File: src/rtl/mc_control_unit_pkg.sv
// Shared encodings for the multi-cycle control path: ALU ops, opcodes, mux selects, states.
// Latency: n/a (types and constants only).
// Backpressure: n/a.
package mc_control_unit_pkg;

   // ALU control encodings shared with the ALU decoder
   localparam logic [2:0] ALUOP_AND   = 3'b000;
   localparam logic [2:0] ALUOP_OR    = 3'b001;
   localparam logic [2:0] ALUOP_ADD   = 3'b010;
   localparam logic [2:0] ALUOP_RTYPE = 3'b100;
   localparam logic [2:0] ALUOP_SUB   = 3'b110;
   localparam logic [2:0] ALUOP_LESS  = 3'b111;

   // Opcode field values
   localparam logic [5:0] OP_RTYPE = 6'b000000;
   localparam logic [5:0] OP_ADDI  = 6'b000010;
   localparam logic [5:0] OP_SUBI  = 6'b000011;
   localparam logic [5:0] OP_ANDI  = 6'b000100;
   localparam logic [5:0] OP_ORI   = 6'b000101;
   localparam logic [5:0] OP_SLTI  = 6'b000110;
   localparam logic [5:0] OP_LW    = 6'b001000;
   localparam logic [5:0] OP_SW    = 6'b001001;
   localparam logic [5:0] OP_MOVE  = 6'b100000;
   localparam logic [5:0] OP_BEQ   = 6'b100011;
   localparam logic [5:0] OP_BNE   = 6'b100111;
   localparam logic [5:0] OP_J     = 6'b111000;
   localparam logic [5:0] OP_JAL   = 6'b111001;

   // PC source select
   localparam logic [1:0] PCSRC_PC4    = 2'b00;
   localparam logic [1:0] PCSRC_BRANCH = 2'b01;
   localparam logic [1:0] PCSRC_JUMP   = 2'b10;

   // ALU B operand select
   localparam logic [1:0] SRCB_REG  = 2'b00;
   localparam logic [1:0] SRCB_FOUR = 2'b01;
   localparam logic [1:0] SRCB_IMM  = 2'b10;
   localparam logic [1:0] SRCB_ZERO = 2'b11;

   typedef enum logic [2:0] {
      ST_FETCH  = 3'd0,
      ST_DECODE = 3'd1,
      ST_EXEC   = 3'd2,
      ST_MEM    = 3'd3,
      ST_WB     = 3'd4,
      ST_BRANCH = 3'd5,
      ST_JUMP   = 3'd6,
      ST_TRAP   = 3'd7
   } state_t;

   // All datapath controls driven by the FSM, bundled so reset gating is one mux
   typedef struct packed {
      logic       mem_read;
      logic       mem_write;
      logic       iord;
      logic       ir_write;
      logic       pc_write;
      logic [1:0] pc_src;
      logic       reg_write;
      logic       reg_dst;
      logic       mem_to_reg;
      logic       link;
      logic [1:0] alu_src_b;
      logic [2:0] alu_op;
      logic       trap;
   } ctrl_t;

   // State entered from DECODE for a given opcode; unknown opcodes trap
   function automatic state_t dispatch(input logic [5:0] op);
      state_t nxt;
      case (op)
         OP_RTYPE, OP_MOVE, OP_ADDI, OP_SUBI, OP_ANDI,
         OP_ORI, OP_SLTI, OP_LW, OP_SW:  nxt = ST_EXEC;
         OP_BEQ, OP_BNE:                 nxt = ST_BRANCH;
         OP_J, OP_JAL:                   nxt = ST_JUMP;
         default:                        nxt = ST_TRAP;
      endcase
      return nxt;
   endfunction

endpackage

File: src/rtl/mc_control_unit_mem_wait_timer.sv
// Counts consecutive stalled cycles on the memory port and flags a timeout.
// Latency: expired is combinational on the MEM_TIMEOUT-th stalled cycle.
// Backpressure: none; it only observes mem_ready while the FSM is waiting.
module mc_control_unit_mem_wait_timer #(
   parameter int MEM_TIMEOUT = 15
) (
   input  logic clk,
   input  logic rst_n,
   input  logic waiting,
   input  logic mem_ready,
   input  logic clear,
   output logic expired
);

   localparam int CNT_W = $clog2(MEM_TIMEOUT + 1);

   logic [CNT_W-1:0] cnt;

   // cnt holds the number of earlier stalled cycles, so the compare is against MEM_TIMEOUT-1;
   // a ready on that same cycle is a completion, not a timeout
   assign expired = waiting && !mem_ready && (cnt == CNT_W'(MEM_TIMEOUT - 1));

   // Stall counter: restarts on every state change, saturates at the timeout point
   always_ff @(posedge clk) begin
      if (!rst_n)
         cnt <= '0;
      else if (clear)
         cnt <= '0;
      else if (waiting && !mem_ready && !expired)
         cnt <= cnt + CNT_W'(1);
   end

endmodule

File: src/rtl/mc_control_unit.sv
// Multi-cycle MIPS control FSM: fetch/decode/exec/mem/wb with memory stall timeout and trap.
// Latency: 3 to 5 cycles per instruction plus one per stalled memory cycle.
// Backpressure: holds mem_read/mem_write until mem_ready; traps after MEM_TIMEOUT stalls.
module mc_control_unit
   import mc_control_unit_pkg::*;
#(
   parameter int OPCODE_W    = 6,
   parameter int ALUOP_W     = 3,
   parameter int MEM_TIMEOUT = 15
) (
   input  logic                clk,
   input  logic                rst_n,
   input  logic [OPCODE_W-1:0] opcode,
   input  logic                zero,
   input  logic                mem_ready,
   output logic                mem_read,
   output logic                mem_write,
   output logic                iord,
   output logic                ir_write,
   output logic                pc_write,
   output logic [1:0]          pc_src,
   output logic                reg_write,
   output logic                reg_dst,
   output logic                mem_to_reg,
   output logic                link,
   output logic [1:0]          alu_src_b,
   output logic [ALUOP_W-1:0]  alu_op,
   output logic                trap,
   output logic [2:0]          state
);

   state_t state_q, state_d;
   ctrl_t  ctrl_c, ctrl_o;
   logic   waiting, expired;
   logic   is_lw, is_sw, taken;

   assign is_lw   = (opcode == OP_LW);
   assign is_sw   = (opcode == OP_SW);
   assign taken   = ((opcode == OP_BEQ) && zero) || ((opcode == OP_BNE) && !zero);
   assign waiting = (state_q == ST_FETCH) || (state_q == ST_MEM);

   mc_control_unit_mem_wait_timer #(
      .MEM_TIMEOUT (MEM_TIMEOUT)
   ) u_timer (
      .clk       (clk),
      .rst_n     (rst_n),
      .waiting   (waiting),
      .mem_ready (mem_ready),
      .clear     (state_d != state_q),
      .expired   (expired)
   );

   // State register; reset restarts at FETCH, which also clears a sticky trap
   always_ff @(posedge clk) begin
      if (!rst_n)
         state_q <= ST_FETCH;
      else
         state_q <= state_d;
   end

   // Next-state and control decode from current state and opcode
   always_comb begin
      state_d       = state_q;
      ctrl_c        = '0;
      ctrl_c.alu_op = ALUOP_AND;
      case (state_q)
         ST_FETCH: begin
            ctrl_c.mem_read = 1'b1;
            if (mem_ready) begin
               ctrl_c.ir_write = 1'b1;
               ctrl_c.pc_write = 1'b1;
               ctrl_c.pc_src   = PCSRC_PC4;
               state_d         = ST_DECODE;
            end else if (expired) begin
               state_d = ST_TRAP;
            end
         end
         ST_DECODE: state_d = dispatch(opcode);
         ST_EXEC: begin
            case (opcode)
               OP_RTYPE:              begin ctrl_c.alu_op = ALUOP_RTYPE; ctrl_c.alu_src_b = SRCB_REG;  end
               OP_ADDI, OP_LW, OP_SW: begin ctrl_c.alu_op = ALUOP_ADD;   ctrl_c.alu_src_b = SRCB_IMM;  end
               OP_SUBI:               begin ctrl_c.alu_op = ALUOP_SUB;   ctrl_c.alu_src_b = SRCB_IMM;  end
               OP_ANDI:               begin ctrl_c.alu_op = ALUOP_AND;   ctrl_c.alu_src_b = SRCB_IMM;  end
               OP_ORI:                begin ctrl_c.alu_op = ALUOP_OR;    ctrl_c.alu_src_b = SRCB_IMM;  end
               OP_SLTI:               begin ctrl_c.alu_op = ALUOP_LESS;  ctrl_c.alu_src_b = SRCB_IMM;  end
               OP_MOVE:               begin ctrl_c.alu_op = ALUOP_ADD;   ctrl_c.alu_src_b = SRCB_ZERO; end
               default: ;
            endcase
            state_d = (is_lw || is_sw) ? ST_MEM : ST_WB;
         end
         ST_MEM: begin
            ctrl_c.iord      = 1'b1;
            ctrl_c.mem_read  = is_lw;
            ctrl_c.mem_write = is_sw;
            if (mem_ready)
               state_d = is_lw ? ST_WB : ST_FETCH;
            else if (expired)
               state_d = ST_TRAP;
         end
         ST_WB: begin
            ctrl_c.reg_write  = 1'b1;
            ctrl_c.reg_dst    = (opcode == OP_RTYPE);
            ctrl_c.mem_to_reg = is_lw;
            state_d           = ST_FETCH;
         end
         ST_BRANCH: begin
            ctrl_c.alu_op    = ALUOP_SUB;
            ctrl_c.alu_src_b = SRCB_REG;
            if (taken) begin
               ctrl_c.pc_write = 1'b1;
               ctrl_c.pc_src   = PCSRC_BRANCH;
            end
            state_d = ST_FETCH;
         end
         ST_JUMP: begin
            ctrl_c.pc_write  = 1'b1;
            ctrl_c.pc_src    = PCSRC_JUMP;
            ctrl_c.reg_write = (opcode == OP_JAL);
            ctrl_c.link      = (opcode == OP_JAL);
            state_d          = ST_FETCH;
         end
         ST_TRAP: begin
            ctrl_c.trap   = 1'b1;
            ctrl_c.alu_op = '0;
         end
         default: state_d = ST_TRAP;
      endcase
   end

   // Every output reads zero while reset is held, independent of the clock
   assign ctrl_o     = rst_n ? ctrl_c : '0;
   assign state      = rst_n ? state_q : ST_FETCH;
   assign mem_read   = ctrl_o.mem_read;
   assign mem_write  = ctrl_o.mem_write;
   assign iord       = ctrl_o.iord;
   assign ir_write   = ctrl_o.ir_write;
   assign pc_write   = ctrl_o.pc_write;
   assign pc_src     = ctrl_o.pc_src;
   assign reg_write  = ctrl_o.reg_write;
   assign reg_dst    = ctrl_o.reg_dst;
   assign mem_to_reg = ctrl_o.mem_to_reg;
   assign link       = ctrl_o.link;
   assign alu_src_b  = ctrl_o.alu_src_b;
   assign alu_op     = ctrl_o.alu_op;
   assign trap       = ctrl_o.trap;

endmodule

File: config.mk
export PLATFORM = sky130hd
export DESIGN_NAME = mc_control_unit
export DESIGN_NICKNAME = d
export VERILOG_FILES = /design/src/rtl/mc_control_unit_pkg.sv /design/src/rtl/mc_control_unit_mem_wait_timer.sv /design/src/rtl/mc_control_unit.sv
export SDC_FILE = /design/constraint.sdc
export NUM_CORES = 1
export LEC_CHECK = 0
export BUFFER_PORTS_ARGS = -buffer_cell sky130_fd_sc_hd__buf_2
export CAP_MARGIN = 5
export CORE_MARGIN = 4
export CORE_UTILIZATION = 30
export CTS_BUF_LIST = sky130_fd_sc_hd__clkbuf_8
export DETAILED_ROUTE_END_ITERATION = 6
export GPL_ROUTABILITY_DRIVEN = 0
export GPL_TIMING_DRIVEN = 0
export REMOVE_ABC_BUFFERS = 1
export SLEW_MARGIN = 40
export SYNTH_ARGS = -nofsm -noshare
export SYNTH_HDL_FRONTEND = slang
export SYNTH_SLANG_ARGS = --single-unit
export TNS_END_PERCENT = 20
File: constraint.sdc
create_clock -name clk -period 5.75 [get_ports clk]
set_clock_uncertainty 0.1 [all_clocks]
set_input_delay 0.575 -clock clk [delete_from_list [all_inputs] [get_ports clk]]
set_output_delay 0.575 -clock clk [all_outputs]
set_load 0.005 [all_outputs]
# After elaboration in Yosys (flattened, before gate mapping)
# Memory sizes are Yosys's and may differ from the RTL's.
# Index checks and enable logic that the tools add are counted.
# op_classes
n_mux,21
bitwise,1
n_reduce_logical,16
add_sub_neg,1
n_eq_ne,20
# op_table
op,count
$pmux W5 S7,1
$eq A6 B6 Y1 const B,4
$mux W3,7
$eq A6 B3 Y1 const B,3
$mux W17,1
$pmux W3 S5,1
$eq A3 B3 Y1 const B,4
$eq A6 B2 Y1 const B,2
$eq A6 B4 Y1 const B,2
$pmux W3 S3,1
$eq A3 B2 Y1 const B,2
$logic_not A6 Y1,1
$mux W2,3
$pmux W3 S2,1
$reduce_or A3 Y1,2
$logic_and A1 B1 Y1,5
$add A4 B1 Y4 const B,1
$eq A4 B4 Y1 const B,1
$mux W4,1
$pmux W1 S2,2
$eq A3 B1 Y1 const B,1
$logic_not A1 Y1,3
$logic_not A3 Y1,1
$logic_or A1 B1 Y1,3
4 further kinds,6
# totals
inputBits,10
output_inout_bits,20
n_memories,1
mem_bits_ro,192
reg_bits,7
# memory_table
name,depth,word_bits,read_ports,rd_ports_with_merged_regs,write_ports,line,text
(name not given),64,3,1,0,0,mc_control_unit_pkg.sv:71,case (op)

# Depth between registers and ports, before layout
# Gate-level depths: netlist (run 1).
# logic_depth
ltp_word,9
ltp_mapped,7
ltp_nobuf,7

# Cells and area by module
# Synthesis (run 1) repeated with hierarchy kept, for this count alone.
# unflattened
cells_unflattened,125
hier_area_um2,893.4
# modules_own_cells
mod,cells_each,seq_area_each_um2,area_each_um2,instances
mc_control_unit,99,60.1,649.4,1
mc_control_unit_mem_wait_timer,26,80.1,244.0,1

# Worst setup path before layout (run 1)
# OpenSTA, ideal clock, no wires.
# synth_path
path_kind,in2reg
from,in opcode[2]
to,reg u_timer.cnt[1]
cell_stages,6
slack_ns,3.157
path_buffers,1
arrival_ns,2.405
cell_sequence,buf_2 or4b_4 or2_4 o221a_1 o41a_1 nor4b_2
# synth_via
elab_chain_cells,6
# synth_rtl
element,line,text
"start, declared",mc_control_unit.sv:13,"input logic [OPCODE_W-1:0] opcode,"
branches (longest 3 deep; another with $mem_v2 Z64 W3),-,
$pmux W3 S5 (*),mc_control_unit.sv:66,case (state_q)
$ne A3 B3 Y1 (*),mc_control_unit.sv:49,".clear (state_d != state_q),"
$reduce_or A2 Y1 (no source line) (*),-,
"end signal, assigned",mc_control_unit_mem_wait_timer.sv:30,cnt <= cnt + CNT_W'(1);
"end, declared",mc_control_unit_mem_wait_timer.sv:17,logic [CNT_W-1:0] cnt;
# Every way passes the cells marked *.
# A chain may end at the register's enable or synchronous reset.

# Worst setup path in the final report (run 1)
# layout_path
from,in opcode[1]
to,out mem_read
# layout_via
elab_chain_cells,3
# layout_rtl
element,line,text
$eq A6 B4 Y1,mc_control_unit.sv:37,assign is_lw = (opcode == OP_LW);
$pmux W1 S2,mc_control_unit.sv:66,
$mux W17,mc_control_unit.sv:132,assign ctrl_o = rst_n ? ctrl_c : '0;
"end, declared",mc_control_unit.sv:16,"output logic mem_read,"
# No other way between the ends.

==> impl_metrics.toml, run 1 <==
[sta]
min_period_over_period = 0.4752
rsz0062_at_grt = "false"
timing.fmax_mhz = 366.0
whs_ps = 484.4
final.min_clock_period_ps = 2733
hold_viol_final = 0
relSlewSlack = 0.5106
worst_slew_pin_slew_ps = 715.5
fin_tns_setup_ps = 0
setup_viol = 0
fin_ws_ps = 3017
slew_violations = 0

[logic_synthesis]
yosys.area.top_type = "dfxtp_1"
synth_commonest_cells = "nand2_1 (16), nor2_1 (14), nor3_1 (11)"
ys_seq_area_frac = 0.1511
synth_most_common_cell = "nand2_1"
syn_inst = 138
synthTopCellsByArea = "dfxtp_1 (15%), nand2_1 (6.5%), nor3_1 (5.9%)"
synth_seq_cells = 7
synth_top_area_frac = 0.1511
netlist_area_um2 = 927.1
ys.warnings.count = 0
synthFlopType = "dfxtp_1"
synth_edf_count = 0
async_flop_share = 0
postSynthAreaPerCell_um2 = 6.718
yosysUniqueCellTypes = 48

[job]
max_cap_violations = 0

[setup_path]
max_stage_delay_ps = 580
cp.arrival_ps = 2060
critPathLaunchType = "input pin"
cp_slowest_cell = "or4b_4"
crit_required_ps = 5080
worst_setup_path_end_kind = "output port"
crit_chain = "buf_2 > or4b_4 > nor2_1 > a21oi_1 > nor3_1 > buf_2"
critPathMostFrequentCell = "buf_2"
cp_max_fo = 10
path_class = "input pin to output port"

[finish]
drive_above_1_share = 0.2375
regArea_um2 = 140.1
n_antenna_cell = 0
area_growth_pct = 19.30
fill_cells = 322
finalNetCount = 173
fin_area_um2 = 1106
multiInputGateArea_um2 = 710.7

[power]
peakVddDrop_mv = 0.2482
p_leak_nw = 0.5010
finalPower_uw = 376.2
power_density_nw_per_um2 = 340.1

[grt]
grt_use_total = 0.1346
grt_pass1_wl_mm = 4.692
grt_max_degree = 22
antenna_found_initial = 0
first_global_vias = 1033
overflow = 0

[clock_tree]
root_buffer = "clkbuf_8"
clkLatencyLatePin_ps = 220
cts_resized = 0
tritoncts = "yes"
path_clk_slew_ps = 40
cts_hold_buffers = 0
cts_made_buffers = 3
clockBufferDepth = 2
clock-sinks = 7
htree_levels = 1
cts_setup_buffers = 0

[floorplanning]
boundaryPins = 30
rows = 19
start_util = 0.3250
die_area_um2 = 4044
die_x_um = 63.59
dieHeight_um = 63.59
core_area_um2 = 2853

[outcome]
status = "finished, final reports clean"

[placement]
dp_hpwl_mm = 2.048
pre_cts_ws_ps = 3000
postPlaceCellArea_um2 = 1061
portBuffers = 29

[route]
vias = 1087
drt_iter0_markers = 97
post_drt_wl_per_cell_um = 13.72
dr.pass1.iters = 4
drc = 0
postRouteWirelength_mm = 2.620
detail-route-antenna-nets = 0
viasPerCell = 5.691

[min_path]
hold_path_class = "register to register"
## state kept, by name (all words and copies together), names as in the netlist
| register | flops |
|---|---|
| state_q | 3 |
| u_timer.cnt | 4 |
## path summary, 6_finish.rpt
| path | startpoint | to | slack (ps) | depth (start not counted) |
|---|---|---|---|---|
| worst max-delay path | opcode[1] | mem_read | 3020 | 6 |
| worst min-delay path | u_timer.cnt[3] | u_timer.cnt[3] | 480 | 2 |
| worst max register to register | u_timer.cnt[0] | u_timer.cnt[1] | 3690 | 7 |
| worst min register to register | u_timer.cnt[3] | u_timer.cnt[3] | 480 | 2 |
## cell type report
type,count,area share
clock buffers,3,0.03733
clock inverters,1,0.003394
multi-input cells,113,0.6425
inverters,7,0.02376
well taps,31,0.03507
flip-flops and latches,7,0.1267
repair buffers,29,0.1312
## layout by cell type (no fill, tap or decap), types with 4 or more instances in the layout
master    n
nand2_1  16
dfxtp_1   7
o21ai_0   7
nor4_1    4
nor3_1   11
a21oi_1   4
nor2_1   14
buf_2    29
and3_1    4
inv_1     8
## metal layers
| layer | up-vias | part of all wire | wire (um) | track usage |
|---|---|---|---|---|
| met1 | 494 | 0.47 | 1224 | 0.1776 |
| li1 | 553 | - | - | - |
| met3 | 0 | 0.069 | 182 | 0.02131 |
| met4 | 0 | 0 | 0 | 0.02426 |
| met2 | 40 | 0.46 | 1213 | 0.2308 |
| met5 | - | 0 | 0 | 0 |
## cell families (layout without fill, tap and decap cells)
kind of cell / Yosys count / in the layout / synth area share
buffers and inverters: 18 / 40 / 0.08233
adder cells (fa/ha/maj): 2 / 2 / 0.02699
AO/OA/AOI/OAI: 31 / 31 / 0.2429
AND/OR/NAND/NOR: 72 / 72 / 0.4170
flip-flops: 7 / 7 / 0.1511
XOR/XNOR: 5 / 5 / 0.04724
multiplexers: 3 / 3 / 0.03239
## worst max-delay path: cells and delay by family
kind / cells / cell delay [ps]
AND/OR/NAND/NOR: 3 / 1060
buffers and inverters: 2 / 300
AO/OA/AOI/OAI: 1 / 110
## power breakdown
part	switching, mW	internal [mW]
logic	0.109	0.0910
clock network	0.0200	0.0460
registers	0.0485	0.0620
## stage by stage
step                      std cells  utilization
after detailed placement        187       0.3719
after global placement          187       0.3719
after floorplan                 127            -
after CTS                       191       0.3877
final                           191       0.3877
after global routing            191       0.3877
Note: power is estimated with default switching activity, not from simulation.
==> inputs of run 2 (changes only) <==
--- a/config.mk
+++ b/config.mk
@@ -5,6 +5,7 @@
 export SDC_FILE = /design/constraint.sdc
 export NUM_CORES = 1
 export LEC_CHECK = 0
+export ABC_AREA = 1
 export BUFFER_PORTS_ARGS = -buffer_cell sky130_fd_sc_hd__buf_2
 export CAP_MARGIN = 5
 export CORE_MARGIN = 4
==> constraint.sdc (replaced) <==
create_clock -name clk -period 2.8 [get_ports clk]
set_clock_uncertainty 0.1 [all_clocks]
set_input_delay 0.28 -clock clk [delete_from_list [all_inputs] [get_ports clk]]
set_output_delay 0.28 -clock clk [all_outputs]
set_load 0.005 [all_outputs]
==> run 2 against run 1 <==
- wire length fell by 12%
- critical endpoint is now pc_write
- largest power group unchanged
- register-to-register slack worse by 2700 ps
- synthesized cell count rose by 17%
- critical path type is now register to output port
- sequential share of layout area decreased by 0.085 points
- critical path depth is 1 lower
- sequential power up 27%
- clock power grew 110%
- via count is 4.8% lower
- combinational power increased by 7%
- non-clock buffer count is the same
- first-iteration DRC count is 54% lower
- largest cell class unchanged
==> impl_metrics.toml, run 2 <==
[sta]
timing.fmax_mhz = 499.3
worst_slew_pin_slew_ps = 480.8
slew_violations = 0
relSlewSlack = 0.6790
fin_tns_setup_ps = 0
fin_ws_ps = 797.3
hold_viol_final = 0
final.min_clock_period_ps = 2003
rsz0062_at_grt = "false"
setup_viol = 0
min_period_over_period = 0.7153

[clock_tree]
cts_setup_buffers = 0
cts_resized = 0
clock-sinks = 7
clkLatencyLatePin_ps = 230
cts_made_buffers = 3
cts_hold_buffers = 0
htree_levels = 1
tritoncts = "yes"
clockBufferDepth = 2
root_buffer = "clkbuf_8"
path_clk_slew_ps = 40

[logic_synthesis]
synthFlopType = "dfxtp_1"
synth_seq_cells = 7
postSynthAreaPerCell_um2 = 5.658
netlist_area_um2 = 910.9
synth_most_common_cell = "nand2_1"
ys.warnings.count = 0
yosys.area.top_type = "nand2_1"
synth_edf_count = 0
ys_seq_area_frac = 0.1538
synth_top_area_frac = 0.1690
syn_inst = 161
synthTopCellsByArea = "nand2_1 (17%), dfxtp_1 (15%), nor2_1 (11%)"
yosysUniqueCellTypes = 29
async_flop_share = 0
synth_commonest_cells = "nand2_1 (41), nor2_1 (26), inv_1 (24)"

[placement]
dp_hpwl_mm = 1.936
portBuffers = 29
postPlaceCellArea_um2 = 1069
pre_cts_ws_ps = 922.1

[finish]
fin_area_um2 = 1114
n_antenna_cell = 0
finalNetCount = 204
area_growth_pct = 22.25
most-common-layout-cells = "nand2_1 (41), buf_2 (29), nor2_1 (26), inv_1 (25), nand3_1 (14)"
largest_register = "u_timer.cnt"
largest_register_ffs = 4
drive_above_1_share = 0.2723
top_regs = "u_timer.cnt: 4 flops, state_q: 3 flops"
mostFrequentLayoutCell = "nand2_1"
utilization = 0.3936

[floorplanning]
rows = 19
core_area_um2 = 2829
boundaryPins = 30
start_util = 0.3220
dieHeight_um = 63.10
die_area_um2 = 3982
die_x_um = 63.10

[power]
power_density_nw_per_um2 = 444.4
p_leak_nw = 0.6194
finalPower_uw = 494.9
peakVddDrop_mv = 0.2093

[grt]
grt_max_degree = 12
antenna_found_initial = 0
grt_pass1_wl_mm = 4.209
overflow = 0
first_global_vias = 973
grt_use_total = 0.1257

[setup_path]
regToRegSetupSlack_ps = 990
critPathLaunchType = "register"
cp.arrival_ps = 1620
rr_startpoint = "state_q[1]"
path_class = "register to output port"
reg2reg_depth = 10
crit_required_ps = 2420
worst_setup_path_end_kind = "output port"
worstReg2RegEnd = "u_timer.cnt[3]"
cp_max_fo = 9

[route]
drt_iter0_markers = 45
post_drt_wl_per_cell_um = 10.37
dr.pass1.iters = 4
vias = 1035
drc = 0
postRouteWirelength_mm = 2.303
viasPerCell = 4.662
detail-route-antenna-nets = 0

[min_path]
whs_endpoint = "state_q[1]"
hold_path_class = "input pin to register"
min_path_cells = 3
min_from = "rst_n"

[outcome]
status = "finished, final reports clean"

[job]
max_cap_violations = 0
## run 2: changes by cell type in the layout (fill, tap and decap cells not counted), moves of 9 or more
cell     change
nor3_1       -9
nor2_1      +12
nand2_1     +25
inv_1       +17
nand3_1     +11
## run 2: cells by family after synthesis
family / Yosys count / share of synthesized area
buffers and inverters: 33 / 0.1580
AO/OA/AOI/OAI: 12 / 0.07830
adder cells (fa/ha/maj): 2 / 0.02747
flip-flops: 7 / 0.1538
XOR/XNOR: 3 / 0.02885
AND/OR/NAND/NOR: 104 / 0.5536
## run 2: where the power goes
part	total, mW	switching, mW	leakage [nW]	internal, mW
combinational	0.215	0.134	0.536	0.0814
sequential	0.141	0.0305	0.0570	0.111
clock	0.139	0.0439	0.0269	0.0948
## run 2: worst max path at each step
| stage | from | to | slack (ps) | cells past startpoint |
|---|---|---|---|---|
| floorplan | state_q[1] | u_timer.cnt[0] | 1240 | 10 |
| global placement | opcode[5] | alu_op[1] | 870 | 9 |
| detailed placement | opcode[5] | alu_op[1] | 920 | 9 |
| CTS | state_q[1] | pc_write | 770 | 5 |
| global route | state_q[1] | pc_write | 640 | 5 |
| finish | state_q[1] | pc_write | 800 | 5 |
## run 2: worst max-delay path, cell delays in order, from the launching register on
cell     delay, ps
dfxtp_1        580
inv_1          160
nand3_1        160
nor3_1          80
or2_2          280
buf_2          130
## run 2: metal layers
layer	GRT usage	up-vias	share of wire	routed length, um
met4	0.02479	0	0.0061	14
met3	0.02842	2	0.061	141
met2	0.1858	28	0.42	971
li1	-	569	-	-
met5	0	-	0	0
met1	0.1845	436	0.51	1175
## run 2: final cells by class
type / instances / area, um^2
Clock inverter: 1 / 3.754
Timing Repair Buffer: 29 / 145.1
Tap cell: 31 / 38.79
Fill cell: 321 / 1715
Clock buffer: 3 / 41.29
Sequential cell: 7 / 140.1
Inverter: 30 / 117.6
Multi-Input combinational cell: 121 / 626.9
## run 2: through the flow
stage | hold slack (ps) | cells
3_5_place_dp | 434.3 | 218
3_3_place_gp | 431.0 | 218
6_report | 249.2 | 222
4_1_cts | 257.0 | 222
5_1_grt | 277.2 | 222
2_1_floorplan | 277.6 | 158
